$ cat src/rtl/iurt_wb_initiator.sv
// Wishbone classic initiator for a polled byte-UART responder: forwards upstream bytes,
// polls status, delivers received bytes downstream and aborts cycles that never see ack_i.
module iurt_wb_initiator #(
    parameter int POLL_INTERVAL = 4,
    parameter int ACK_TIMEOUT   = 255
) (
    input  logic        clk,
    input  logic        rst,
    input  logic        ce,
    output logic        cyc_o,
    output logic        stb_o,
    output logic        we_o,
    output logic [2:2]  adr_o,
    output logic [31:0] dat_o,
    input  logic [31:0] dat_i,
    input  logic        ack_i,
    input  logic        in_valid,
    input  logic [7:0]  in_data,
    output logic        in_ready,
    output logic        out_valid,
    output logic [7:0]  out_data,
    input  logic        out_ready,
    input  logic        cfg_valid,
    input  logic        cfg_break_en,
    output logic        cfg_ready,
    output logic        err
);

    localparam logic [2:0] IDLE     = 3'd0;
    localparam logic [2:0] CFG      = 3'd1;
    localparam logic [2:0] WRITE    = 3'd2;
    localparam logic [2:0] READ     = 3'd3;
    localparam logic [2:0] WAIT_GAP = 3'd4;

    localparam logic [7:0] POLL_MAX = 8'(POLL_INTERVAL);
    localparam logic [7:0] TMO_LAST = 8'(ACK_TIMEOUT - 1);

    logic [2:0]  state_q, state_d;
    logic [7:0]  poll_q, poll_d, poll_inc;
    logic [7:0]  tmo_q, tmo_d;
    logic        txk_q, txk_d;
    logic        cyc_q, cyc_d;
    logic        we_q, we_d;
    logic        adr_q, adr_d;
    logic [31:0] dat_q, dat_d;
    logic        in_ready_q, in_ready_d;
    logic        cfg_ready_q, cfg_ready_d;
    logic        out_valid_q, out_valid_d;
    logic [7:0]  out_data_q, out_data_d;
    logic        err_q, err_d;
    logic        unused_dat;

    assign unused_dat = ^dat_i[31:10];
    assign poll_inc   = (poll_q == POLL_MAX) ? poll_q : poll_q + 8'd1;

    always_comb begin
        state_d     = state_q;
        poll_d      = 8'd0;
        tmo_d       = tmo_q;
        txk_d       = txk_q;
        cyc_d       = cyc_q;
        we_d        = we_q;
        adr_d       = adr_q;
        dat_d       = dat_q;
        in_ready_d  = 1'b0;
        cfg_ready_d = 1'b0;
        out_valid_d = out_valid_q;
        out_data_d  = out_data_q;
        err_d       = err_q;

        if (out_valid_q && out_ready) begin
            out_valid_d = 1'b0;
        end

        case (state_q)
            IDLE: begin
                poll_d = poll_inc;
                if (cfg_valid) begin
                    state_d     = CFG;
                    cyc_d       = 1'b1;
                    we_d        = 1'b1;
                    adr_d       = 1'b1;
                    dat_d       = {31'b0, cfg_break_en};
                    cfg_ready_d = 1'b1;
                    poll_d      = 8'd0;
                    tmo_d       = 8'd0;
                end else if (in_valid && txk_q) begin
                    state_d    = WRITE;
                    cyc_d      = 1'b1;
                    we_d       = 1'b1;
                    adr_d      = 1'b0;
                    dat_d      = {24'b0, in_data};
                    in_ready_d = 1'b1;
                    poll_d     = 8'd0;
                    tmo_d      = 8'd0;
                end else if (poll_inc == POLL_MAX) begin
                    // A held byte is only peeked, so it can never be overwritten by a new one.
                    state_d = READ;
                    cyc_d   = 1'b1;
                    we_d    = 1'b0;
                    adr_d   = out_valid_q;
                    dat_d   = 32'd0;
                    poll_d  = 8'd0;
                    tmo_d   = 8'd0;
                end
            end
            CFG, WRITE, READ: begin
                if (ack_i && cyc_q) begin
                    state_d = WAIT_GAP;
                    cyc_d   = 1'b0;
                    tmo_d   = 8'd0;
                    if (state_q == READ) begin
                        txk_d = dat_i[9];
                        if (!adr_q && dat_i[8]) begin
                            out_valid_d = 1'b1;
                            out_data_d  = dat_i[7:0];
                        end
                    end else if (state_q == WRITE) begin
                        txk_d = 1'b0;
                    end
                end else if (tmo_q == TMO_LAST) begin
                    state_d = WAIT_GAP;
                    cyc_d   = 1'b0;
                    err_d   = 1'b1;
                    tmo_d   = 8'd0;
                end else begin
                    tmo_d = tmo_q + 8'd1;
                end
            end
            WAIT_GAP: state_d = IDLE;
            default:  state_d = IDLE;
        endcase
    end

    always_ff @(posedge clk or negedge rst) begin
        if (!rst) begin
            state_q     <= IDLE;
            poll_q      <= 8'd0;
            tmo_q       <= 8'd0;
            txk_q       <= 1'b0;
            cyc_q       <= 1'b0;
            we_q        <= 1'b0;
            adr_q       <= 1'b0;
            dat_q       <= 32'd0;
            in_ready_q  <= 1'b0;
            cfg_ready_q <= 1'b0;
            out_valid_q <= 1'b0;
            out_data_q  <= 8'd0;
            err_q       <= 1'b0;
        end else if (ce) begin
            state_q     <= state_d;
            poll_q      <= poll_d;
            tmo_q       <= tmo_d;
            txk_q       <= txk_d;
            cyc_q       <= cyc_d;
            we_q        <= we_d;
            adr_q       <= adr_d;
            dat_q       <= dat_d;
            in_ready_q  <= in_ready_d;
            cfg_ready_q <= cfg_ready_d;
            out_valid_q <= out_valid_d;
            out_data_q  <= out_data_d;
            err_q       <= err_d;
        end
    end

    assign cyc_o     = cyc_q;
    assign stb_o     = cyc_q;
    assign we_o      = we_q;
    assign adr_o     = adr_q;
    assign dat_o     = dat_q;
    assign in_ready  = in_ready_q;
    assign cfg_ready = cfg_ready_q;
    assign out_valid = out_valid_q;
    assign out_data  = out_data_q;
    assign err       = err_q;

endmodule

$ cat config.mk
export PLATFORM = sky130hd
export DESIGN_NAME = iurt_wb_initiator
export DESIGN_NICKNAME = d
export VERILOG_FILES = /design/src/rtl/iurt_wb_initiator.sv
export SDC_FILE = /design/constraint.sdc
export NUM_CORES = 1
export LEC_CHECK = 0
export BUFFER_PORTS_ARGS = -buffer_cell sky130_fd_sc_hd__buf_2
export CAP_MARGIN = 15
export CORE_AREA = 2 2 85 87
export CTS_BUF_LIST = sky130_fd_sc_hd__clkbuf_4 sky130_fd_sc_hd__clkbuf_8
export DETAILED_ROUTE_END_ITERATION = 16
export DIE_AREA = 0 0 87 89
export HOLD_SLACK_MARGIN = 0.06
export PLACE_DENSITY = 0.65
export SETUP_SLACK_MARGIN = 0.15
export SYNTH_ARGS = -nofsm -noshare
export SYNTH_HDL_FRONTEND = slang
export SYNTH_SLANG_ARGS = --single-unit
$ cat constraint.sdc
create_clock -name clk -period 2.75 [get_ports clk]
set_input_delay 0.1375 -clock clk [delete_from_list [all_inputs] [get_ports clk]]
set_output_delay 0.1375 -clock clk [all_outputs]
set_load 0.005 [all_outputs]
==> results.sh, run 1 <==
export IMPL_ys_top_cells_by_count="43 x dfrtp_1, 32 x nand2_1, 26 x buf_4"
export IMPL_netlist_top_cells_area="dfrtp_1 46%, buf_4 8.3%, mux2_2 5.3%, o21ai_0 5.1%, nand2_1 5.1%"
export IMPL_power_density_mw_per_mm2=659.2
export IMPL_rows=30
export IMPL_relSlewSlack=0.3613
export IMPL_core_mm2=0.006719
export IMPL_cts_buffers=5
export IMPL_route_detailed_drc=0
export IMPL_syn2layout_area_growth_pct=21.08
export IMPL_yosysSeqAreaShare=0.4589
export IMPL_start_kind="flip-flop"
export IMPL_finalHoldViolCount=0
export IMPL_clkTransAtPathRegs_ns=0.08
export IMPL_ys_ff_latch=43
export IMPL_diodes=0
export IMPL_groute_usage_overall=0.1316
export IMPL_syn_area_per_cell_um2=9.455
export IMPL_fin_crit_ns=2.429
export IMPL_ys_async_sr_fraction=1.000
export IMPL_drt_iter0_markers=61
export IMPL_vias_per_cell=4.759
export IMPL_grt_setup_unrepaired="no"
export IMPL_switching_share=0.3262
export IMPL_yosysWarnings=0
export IMPL_die_h_um=89
export IMPL_clk_path_buf_depth=2
export IMPL_worstMarginPinSlew_ns=0.9581
export IMPL_end_kind="flip-flop"
export IMPL_fin_setup_tns_ns=0
export IMPL_dieArea_mm2=0.007743
export IMPL_fp_dieW_um=87
export IMPL_first_pass_iters=4
export IMPL_regToRegSetupSlack_ns=0.32
export IMPL_peakVddDrop_uv=329.9
export IMPL_vias=1880
export IMPL_drv_slew=0
export IMPL_initial_core_util=0.3490
export IMPL_portBuffers=49
export IMPL_cts_tree="built"
export IMPL_min_path_type="primary input to flip-flop"
export IMPL_io_pins=96
export IMPL_stdcell_count=395
export IMPL_clock_skew_ns=0.009228
export IMPL_intPower_mw=1.261
export IMPL_cts_root_buf="clkbuf_8"
export IMPL_status="finished clean"
export IMPL_seqPwrFrac=0.430
export IMPL_cp_data_arrival_time_ns=2.62
export IMPL_grt_pass1_vias=1715
export IMPL_fin_nets=366
export IMPL_cp_max_fo=9
export IMPL_synth_main_ff_cell="dfrtp_1"
export IMPL_combPwrFrac=0.289
export IMPL_synth_edff_count=0
export IMPL_grt_pass1_wl_mm=7.976
export IMPL_power_leakage_nw=1.409
export IMPL_clock_sinks=43
export IMPL_dpl_hpwl_mm=3.427
export IMPL_worstSkewPairLatency_ns=0.30
export IMPL_whs_ns=0.06987
export IMPL_ant_nets=0
export IMPL_yosysMostFrequentCell="dfrtp_1"
export IMPL_drive_above_1_share=0.2794
export IMPL_synth_cells=248
export IMPL_synth_top_area_cell="dfrtp_1"
export IMPL_syn_cell_area_mm2=0.002345
export IMPL_routed_wl_mm=4.865
export IMPL_fin_crit_sh=0.8833
export IMPL_p_clk_frac=0.281
export IMPL_overflow=0
export IMPL_required_ns=2.94
export IMPL_fillers=660
export IMPL_synth_top_area_frac=0.4589
export IMPL_dp_cells=372
export IMPL_routabilityCongestion=0.8088
export IMPL_p_sw_mw=0.6105
export IMPL_synth_cell_types=42
export IMPL_cap_violations=0
export IMPL_max_clock_freq_ghz=0.4117
export IMPL_wl_per_cell_um=12.32
export IMPL_setup_viol=0
export IMPL_antenna_found_initial=0
export IMPL_crit_type="flip-flop to flip-flop"
export IMPL_htree_levels=2
export IMPL_grt_max_degree=44
-- logic make-up after synthesis --
logic type,count (synthesis),synth area share
flops,43,0.4589
fa+ha+maj,4,0.02135
xor+xnor,3,0.01121
other cells,1,0.001599
compound gates,55,0.1526
simple gates,83,0.1724
buf+inv,46,0.1185
mux,13,0.06350
-- repair_timing --
| action | 4_1_cts | 5_1_grt |
|---|---|---|
| setup buffers | 0 | 3 |
| setup endpoints to repair | 0 | 8 |
| endpoints found under the hold margin | 53 | 1 |
| resized for setup | 0 | 1 |
| hold buffers | 11 | 1 |
-- per-layer routing --
metal,wire length [um],track usage
met2,2281,0.2165
met1,2295,0.1701
met5,0,0
met3,229,0.03416
met4,59,0.04261
-- worst max-delay path: stages (launching register included) --
cell and delay (ns):
dfrtp_1 0.49, ha_1 0.26, nand3_2 0.14, o21a_1 0.23, a211oi_1 0.29, nand4_2 0.23
a21o_2 0.36, mux2_4 0.31
-- layout by cell type (no fill, tap or decap), types with 2 or more instances in the layout --
cell            n
buf_2          49
dfrtp_1        43
nand2_1        32
o21ai_0        24
conb_1         24
inv_1          16
nor2_1         13
dlygate4sd3_1  12
mux2_2         11
nor3_1         10
nand3_1         9
a22o_2          7
a21oi_1         6
clkbuf_8        6
nand2b_1        5
buf_4           5
a31oi_1         4
ha_1            4
o31ai_1         3
nor4_1          3
xnor2_1         2
a21o_1          2
nand4_1         2
-- sequential cells by signal (all words and copies together) (netlist names), 3 cells and up --
signal    count
dat_o         8
out_data      8
tmo_q         8
poll_q        8
state_q       3
-- stage by stage --
| step | util | total power [mW] | setup slack, ns | cell area, um^2 |
|---|---|---|---|---|
| 5_1_grt | 0.4225 | 1.996 | 0.1900 | 2839 |
| 3_3_place_gp | 0.3831 | 1.299 | 0.3157 | 2574 |
| 4_1_cts | 0.4175 | 1.855 | 0.2096 | 2805 |
| 2_1_floorplan | - | 1.166 | 0.5326 | 2431 |
| 3_5_place_dp | 0.3831 | 1.312 | 0.2105 | 2574 |
| 6_report | 0.4225 | 1.872 | 0.3210 | 2839 |
-- worst paths after layout --
kind	startpoint	end	cells after the start
max	poll_q[0]	dat_o[0]	7
min	in_data[4]	dat_o[4]	2
max reg2reg	poll_q[0]	dat_o[0]	7
min reg2reg	err	err	1
max in group asynchronous	rst	tmo_q[2]	2
min in group asynchronous	rst	poll_q[0]	2
-- cell type report --
type,count,area [um^2],share of cell area
clock inverters,2,38.79,0.01366
well taps,80,100.1,0.03526
clock buffers,6,82.58,0.02909
repair buffers,66,402.9,0.1419
flip-flops and latches,43,1076,0.3790
multi-input cells,182,1079,0.3799
inverters,16,60.06,0.02115
-- power by group through the flow --
stage          combinational (mW)  clock, mW  sequential [mW]
6_report                    0.541      0.525            0.805
5_1_grt                     0.610      0.565            0.821
4_1_cts                     0.510      0.542            0.803
3_5_place_dp                0.499          0            0.813
3_3_place_gp                0.486          0            0.812
2_1_floorplan               0.377          0            0.789
Note: power is estimated with default switching activity, not from simulation.
==> run 2: changes to the inputs <==
- BUFFER_PORTS_ARGS: -buffer_cell sky130_fd_sc_hd__buf_2 -> not set
- DONT_BUFFER_PORTS: not set -> 1
- PLACE_DENSITY: 0.65 -> 0.53
==> run 2 against run 1 <==
  * Sequential power hardly changed
  * Die area unchanged
  * Fmax fell by 2.0%
  * Cell count fell by 11%
  * Critical path type unchanged
  * Worst hold slack got worse by 0.0033 ns
  * Highest routed layer unchanged
  * Core utilization is 2.4 points lower
  * Flip-flop and latch count unchanged
  * First-iteration DRC count grew 43%
  * Register-to-register slack got worse by 0.05 ns
==> results.sh, run 2 (synthesis results as in run 1) <==
export IMPL_status="finished clean"
export IMPL_fin_setup_tns_ns=0
export IMPL_clk_path_buf_depth=2
export IMPL_diodes=0
export IMPL_design_area_mm2=0.002675
export IMPL_drive_above_1_share=0.1360
export IMPL_peakVddDrop_uv=338.3
export IMPL_start_kind="flip-flop"
export IMPL_final_common_cell="dfrtp_1"
export IMPL_end_kind="flip-flop"
export IMPL_startpoint="poll_q[1]"
export IMPL_dp_cells=324
export IMPL_slowest_stage="dfrtp_1"
export IMPL_power_density_mw_per_mm2=675.4
export IMPL_syn2layout_area_growth_pct=14.09
export IMPL_cts_tree="built"
export IMPL_rr_endpoint="dat_o[0]"
export IMPL_overflow=0
export IMPL_placed_cell_area_mm2=0.002336
export IMPL_first_pass_iters=4
export IMPL_dieArea_mm2=0.007743
export IMPL_htree_levels=2
export IMPL_ant_nets=0
export IMPL_io_pins=96
export IMPL_antenna_found_initial=0
export IMPL_setup_viol=0
export IMPL_regToRegSetupSlack_ns=0.27
export IMPL_rows=30
export IMPL_cap_violations=0
export IMPL_holdBufCountCts=20
export IMPL_vias_per_cell=4.966
export IMPL_max_clock_freq_ghz=0.4036
export IMPL_clock_skew_ns=0.006346
export IMPL_fin_nets=323
export IMPL_dpl_hpwl_mm=3.365
export IMPL_initial_core_util=0.3490
export IMPL_fin_crit_sh=0.9009
export IMPL_stdcell_count=352
export IMPL_required_ns=2.94
export IMPL_die_h_um=89
export IMPL_r2r_start="poll_q[1]"
export IMPL_cp_max_fo=9
export IMPL_worstMarginPinSlew_ns=0.5272
export IMPL_setup_slack_ns=0.2726
export IMPL_drv_slew=0
export IMPL_crit_type="flip-flop to flip-flop"
export IMPL_grt_max_degree=44
export IMPL_clock_sinks=43
export IMPL_wl_per_cell_um=13.88
export IMPL_reg2reg_depth=7
export IMPL_slowest_delay_ns=0.42
export IMPL_cts_root_buf="clkbuf_8"
export IMPL_vias=1748
export IMPL_power_leakage_nw=1.224
export IMPL_fp_dieW_um=87
export IMPL_core_mm2=0.006719
export IMPL_route_detailed_drc=0
export IMPL_crit_chain="ha_1 > nand3_2 > o21a_1 > a211oi_1 > nand4_2 > a21o_1 > mux2_4"
export IMPL_pre_cts_ws_ns=0.2869
export IMPL_worstSkewPairLatency_ns=0.30
export IMPL_min_path_type="primary input to flip-flop"
export IMPL_routed_wl_mm=4.887
export IMPL_grt_pass1_wl_mm=8.176
export IMPL_endpoint="dat_o[0]"
export IMPL_finalHoldViolCount=0
export IMPL_cts_resized_gates=0
export IMPL_routabilityCongestion=0.7748
export IMPL_grt_setup_unrepaired="no"
export IMPL_relSlewSlack=0.6466
export IMPL_cts_buffers=5
export IMPL_drt_iter0_markers=87
export IMPL_groute_usage_overall=0.1335
export IMPL_portBuffers=0
export IMPL_fin_crit_ns=2.477
export IMPL_layout_common_cells="43 x dfrtp_1, 32 x nand2_1, 24 x o21ai_0, 24 x conb_1, 19 x dlygate4sd3_1"
export IMPL_cp_data_arrival_time_ns=2.67
export IMPL_post_cts_setup_buffers=0
export IMPL_clkTransAtPathRegs_ns=0.09
export IMPL_grt_pass1_vias=1731
run 2: changes by cell type in the layout (fill, tap and decap cells not counted):
cell | previous run | this run
buf_16 | 0 | 1
buf_2 | 49 | 0
buf_4 | 5 | 3
a21o_1 | 2 | 3
a21o_2 | 1 | 0
dlygate4sd3_1 | 12 | 19
run 2: layout make-up:
| class | count | area (um^2) |
|---|---|---|
| Inverter | 16 | 60.06 |
| Timing Repair Buffer | 23 | 240.2 |
| Clock inverter | 2 | 38.79 |
| Multi-Input combinational cell | 182 | 1077 |
| Sequential cell | 43 | 1076 |
| Clock buffer | 6 | 82.58 |
| Fill cell | 676 | 4044 |
| Tap cell | 80 | 100.1 |
run 2: how the worst min path moves through the flow:
stage             start        to  slack, ns  cells past startpoint
2_1_floorplan       rst     adr_o      -0.16                      0
4_1_cts        dat_i[9]     txk_q       0.06                      3
6_report       dat_i[9]     txk_q       0.07                      3
3_3_place_gp        rst  dat_o[4]      -0.16                      0
5_1_grt        dat_i[9]     txk_q       0.10                      3
3_5_place_dp        rst  dat_o[5]      -0.16                      0
run 2: layer usage:
layer	wire length, um	GRT usage
met5	0	0
met4	89	0.05540
met3	213	0.02124
met2	2409	0.2346
met1	2174	0.1634
run 2: stage by stage:
stage	util	power [mW]	hold slack, ns
6_report	0.3981	1.807	0.06654
5_1_grt	0.3981	1.927	0.1038
4_1_cts	0.3981	1.826	0.06173
3_3_place_gp	0.3477	1.246	-0.1573
2_1_floorplan	-	1.166	-0.1581
3_5_place_dp	0.3477	1.248	-0.1575
run 2: worst max-delay path: cells and delay by family, from the launching register on:
family                     cells  cell delay, ns
muxes                          1            0.34
and+or+nand+nor                2            0.44
adders and majority gates      1            0.24
DFF                            1            0.42
AOI/OAI and AO/OA              3            0.92
run 2: report_power, final:
part / internal (mW) / switching, mW
logic: 0.200 / 0.269
clock network: 0.299 / 0.231
registers: 0.713 / 0.0934
total: 1.21 / 0.594
==> run 3: changes to the inputs <==
- CORE_AREA: 2 2 85 87 -> 2 2 66 68
- DIE_AREA: 0 0 87 89 -> 0 0 68 70
- PLACE_DENSITY: 0.53 -> 0.79
==> run 3 against run 2 <==
  * Via count up 6.0%
  * Clock-buffer cell count fell by 1
  * Sequential power increased by 2%
  * Fmax increased by 5.4%
  * Register-to-register slack improved by 0.13 ns
  * Clock skew fell by 0.0012 ns
  * Core utilization increased by 24 points
  * Global-route usage increased by 9.5 points
  * Power down 1.7%
  * Clock power decreased by 7.4%
  * Worst hold slack improved by 0.0038 ns
  * Sequential share of layout area increased by 0.80 points
==> results.sh, run 3 (synthesis results as in run 1) <==
export IMPL_status="finished clean"
export IMPL_groute_usage_overall=0.2283
export IMPL_routabilityCongestion=0.8781
export IMPL_fp_dieW_um=68
export IMPL_finalHoldViolCount=0
export IMPL_max_clock_freq_ghz=0.4254
export IMPL_multi_input_area_mm2=0.001079
export IMPL_drt_iter0_markers=91
export IMPL_fin_nets=323
export IMPL_fillers=311
export IMPL_dpl_hpwl_mm=3.058
export IMPL_syn2layout_area_growth_pct=12.01
export IMPL_whs_ns=0.07030
export IMPL_fin_crit_sh=0.8549
export IMPL_layout_common_cells="42 x dfrtp_1, 32 x nand2_1, 24 x o21ai_0, 24 x conb_1, 19 x dlygate4sd3_1"
export IMPL_crit_chain="ha_1 > nand3_2 > o21a_1 > a211oi_1 > nand4_2 > a21o_2 > mux2_4"
export IMPL_vias_per_cell=5.719
export IMPL_clock_skew_ns=0.005188
export IMPL_regToRegSetupSlack_ns=0.40
export IMPL_cts_tree="built"
export IMPL_slowest_delay_ns=0.44
export IMPL_htree_levels=2
export IMPL_io_pins=96
export IMPL_relSlewSlack=0.5927
export IMPL_clock_sinks=43
export IMPL_cp_max_fo=9
export IMPL_grt_max_degree=44
export IMPL_route_detailed_drc=0
export IMPL_grt_pass1_wl_mm=8.328
export IMPL_start_kind="flip-flop"
export IMPL_diodes=0
export IMPL_fin_crit_ns=2.351
export IMPL_grt_pass1_vias=1852
export IMPL_clkTransAtPathRegs_ns=0.08
export IMPL_crit_type="flip-flop to flip-flop"
export IMPL_placed_cell_area_mm2=0.002293
export IMPL_setup_viol=0
export IMPL_wl_per_cell_um=15.13
export IMPL_min_path_type="primary input to flip-flop"
export IMPL_fin_setup_tns_ns=0
export IMPL_required_ns=2.93
export IMPL_antenna_found_initial=0
export IMPL_portBuffers=0
export IMPL_drive_above_1_share=0.1434
export IMPL_ant_nets=0
export IMPL_met3_wirelength_um=353
export IMPL_slowest_stage="dfrtp_2"
export IMPL_overflow=0
export IMPL_die_h_um=70
export IMPL_worstSkewPairLatency_ns=0.29
export IMPL_routed_wl_mm=4.901
export IMPL_rows=24
export IMPL_clk_path_buf_depth=2
export IMPL_vias=1853
export IMPL_final_common_cell="dfrtp_1"
export IMPL_power_leakage_nw=1.214
export IMPL_design_area_mm2=0.002626
export IMPL_power_density_mw_per_mm2=676.5
export IMPL_wl_met1_mm=1.960
export IMPL_worstMarginPinSlew_ns=0.6077
export IMPL_wl_met2_mm=2.503
export IMPL_cts_buffers=5
export IMPL_peakVddDrop_uv=446.3
export IMPL_drv_slew=0
export IMPL_cap_violations=0
export IMPL_top_layer_used="met4"
export IMPL_cp_data_arrival_time_ns=2.53
export IMPL_initial_core_util=0.5658
export IMPL_register_area_mm2=0.001077
export IMPL_end_kind="flip-flop"
export IMPL_first_pass_iters=4
export IMPL_grt_setup_unrepaired="no"
export IMPL_cts_root_buf="clkbuf_8"
export IMPL_core_mm2=0.004144
export IMPL_dieArea_mm2=0.004760
run 3: area by class of cell:
class                   instances  area share
clock buffers                   5     0.02620
clock inverters                 3     0.01667
inverters                      16     0.02287
multi-input cells             182      0.4107
flip-flops and latches         43      0.4102
well taps                      52     0.02477
repair buffers                 23     0.08861
run 3: power breakdown:
group          internal, mW  switching [mW]
Sequential            0.715           0.105
Clock                 0.270           0.220
Combinational         0.201           0.265
Total                  1.19           0.590
run 3: repair_timing:
| action | 4_1_cts | 5_1_grt |
|---|---|---|
| endpoints found under the hold margin | 71 | 0 |
| endpoints found under the setup margin | 0 | 7 |
| setup buffers | 0 | 1 |
| hold buffers | 20 | 0 |
| resized for setup | 0 | 2 |
run 3: metal layers:
| metal | GRT usage | vias to the layer above |
|---|---|---|
| li1 | - | 861 |
| met2 | 0.3830 | 84 |
| met4 | 0.06889 | 0 |
| met5 | 0 | - |
| met1 | 0.2832 | 897 |
| met3 | 0.06119 | 11 |
run 3: worst max-delay path, delay by kind of cell (launching register included):
kind,cells,cell delay (ns)
flip-flops,1,0.44
AO/OA/AOI/OAI,3,0.89
multiplexers,1,0.31
adder cells (fa/ha/maj),1,0.23
AND/OR/NAND/NOR,2,0.37
run 3: metrics by stage:
stage / utilization / cells / power, mW / setup slack (ns)
after detailed placement: 0.5534 / 295 / 1.231 / 0.2617
after floorplan: - / 271 / 1.166 / 0.5326
after global placement: 0.5534 / 295 / 1.220 / 0.3204
after global routing: 0.6338 / 324 / 1.887 / 0.2188
final: 0.6338 / 324 / 1.777 / 0.3990
after CTS: 0.6313 / 323 / 1.752 / 0.2547
run 3: worst paths after layout:
path                           start   endpoint  depth (start not counted)
max                        poll_q[0]   dat_o[0]                          7
min                         dat_i[9]      txk_q                          3
max reg2reg                poll_q[0]   dat_o[0]                          7
min reg2reg                      err        err                          1
max in group asynchronous        rst  poll_q[0]                          2
min in group asynchronous        rst  poll_q[7]                          2
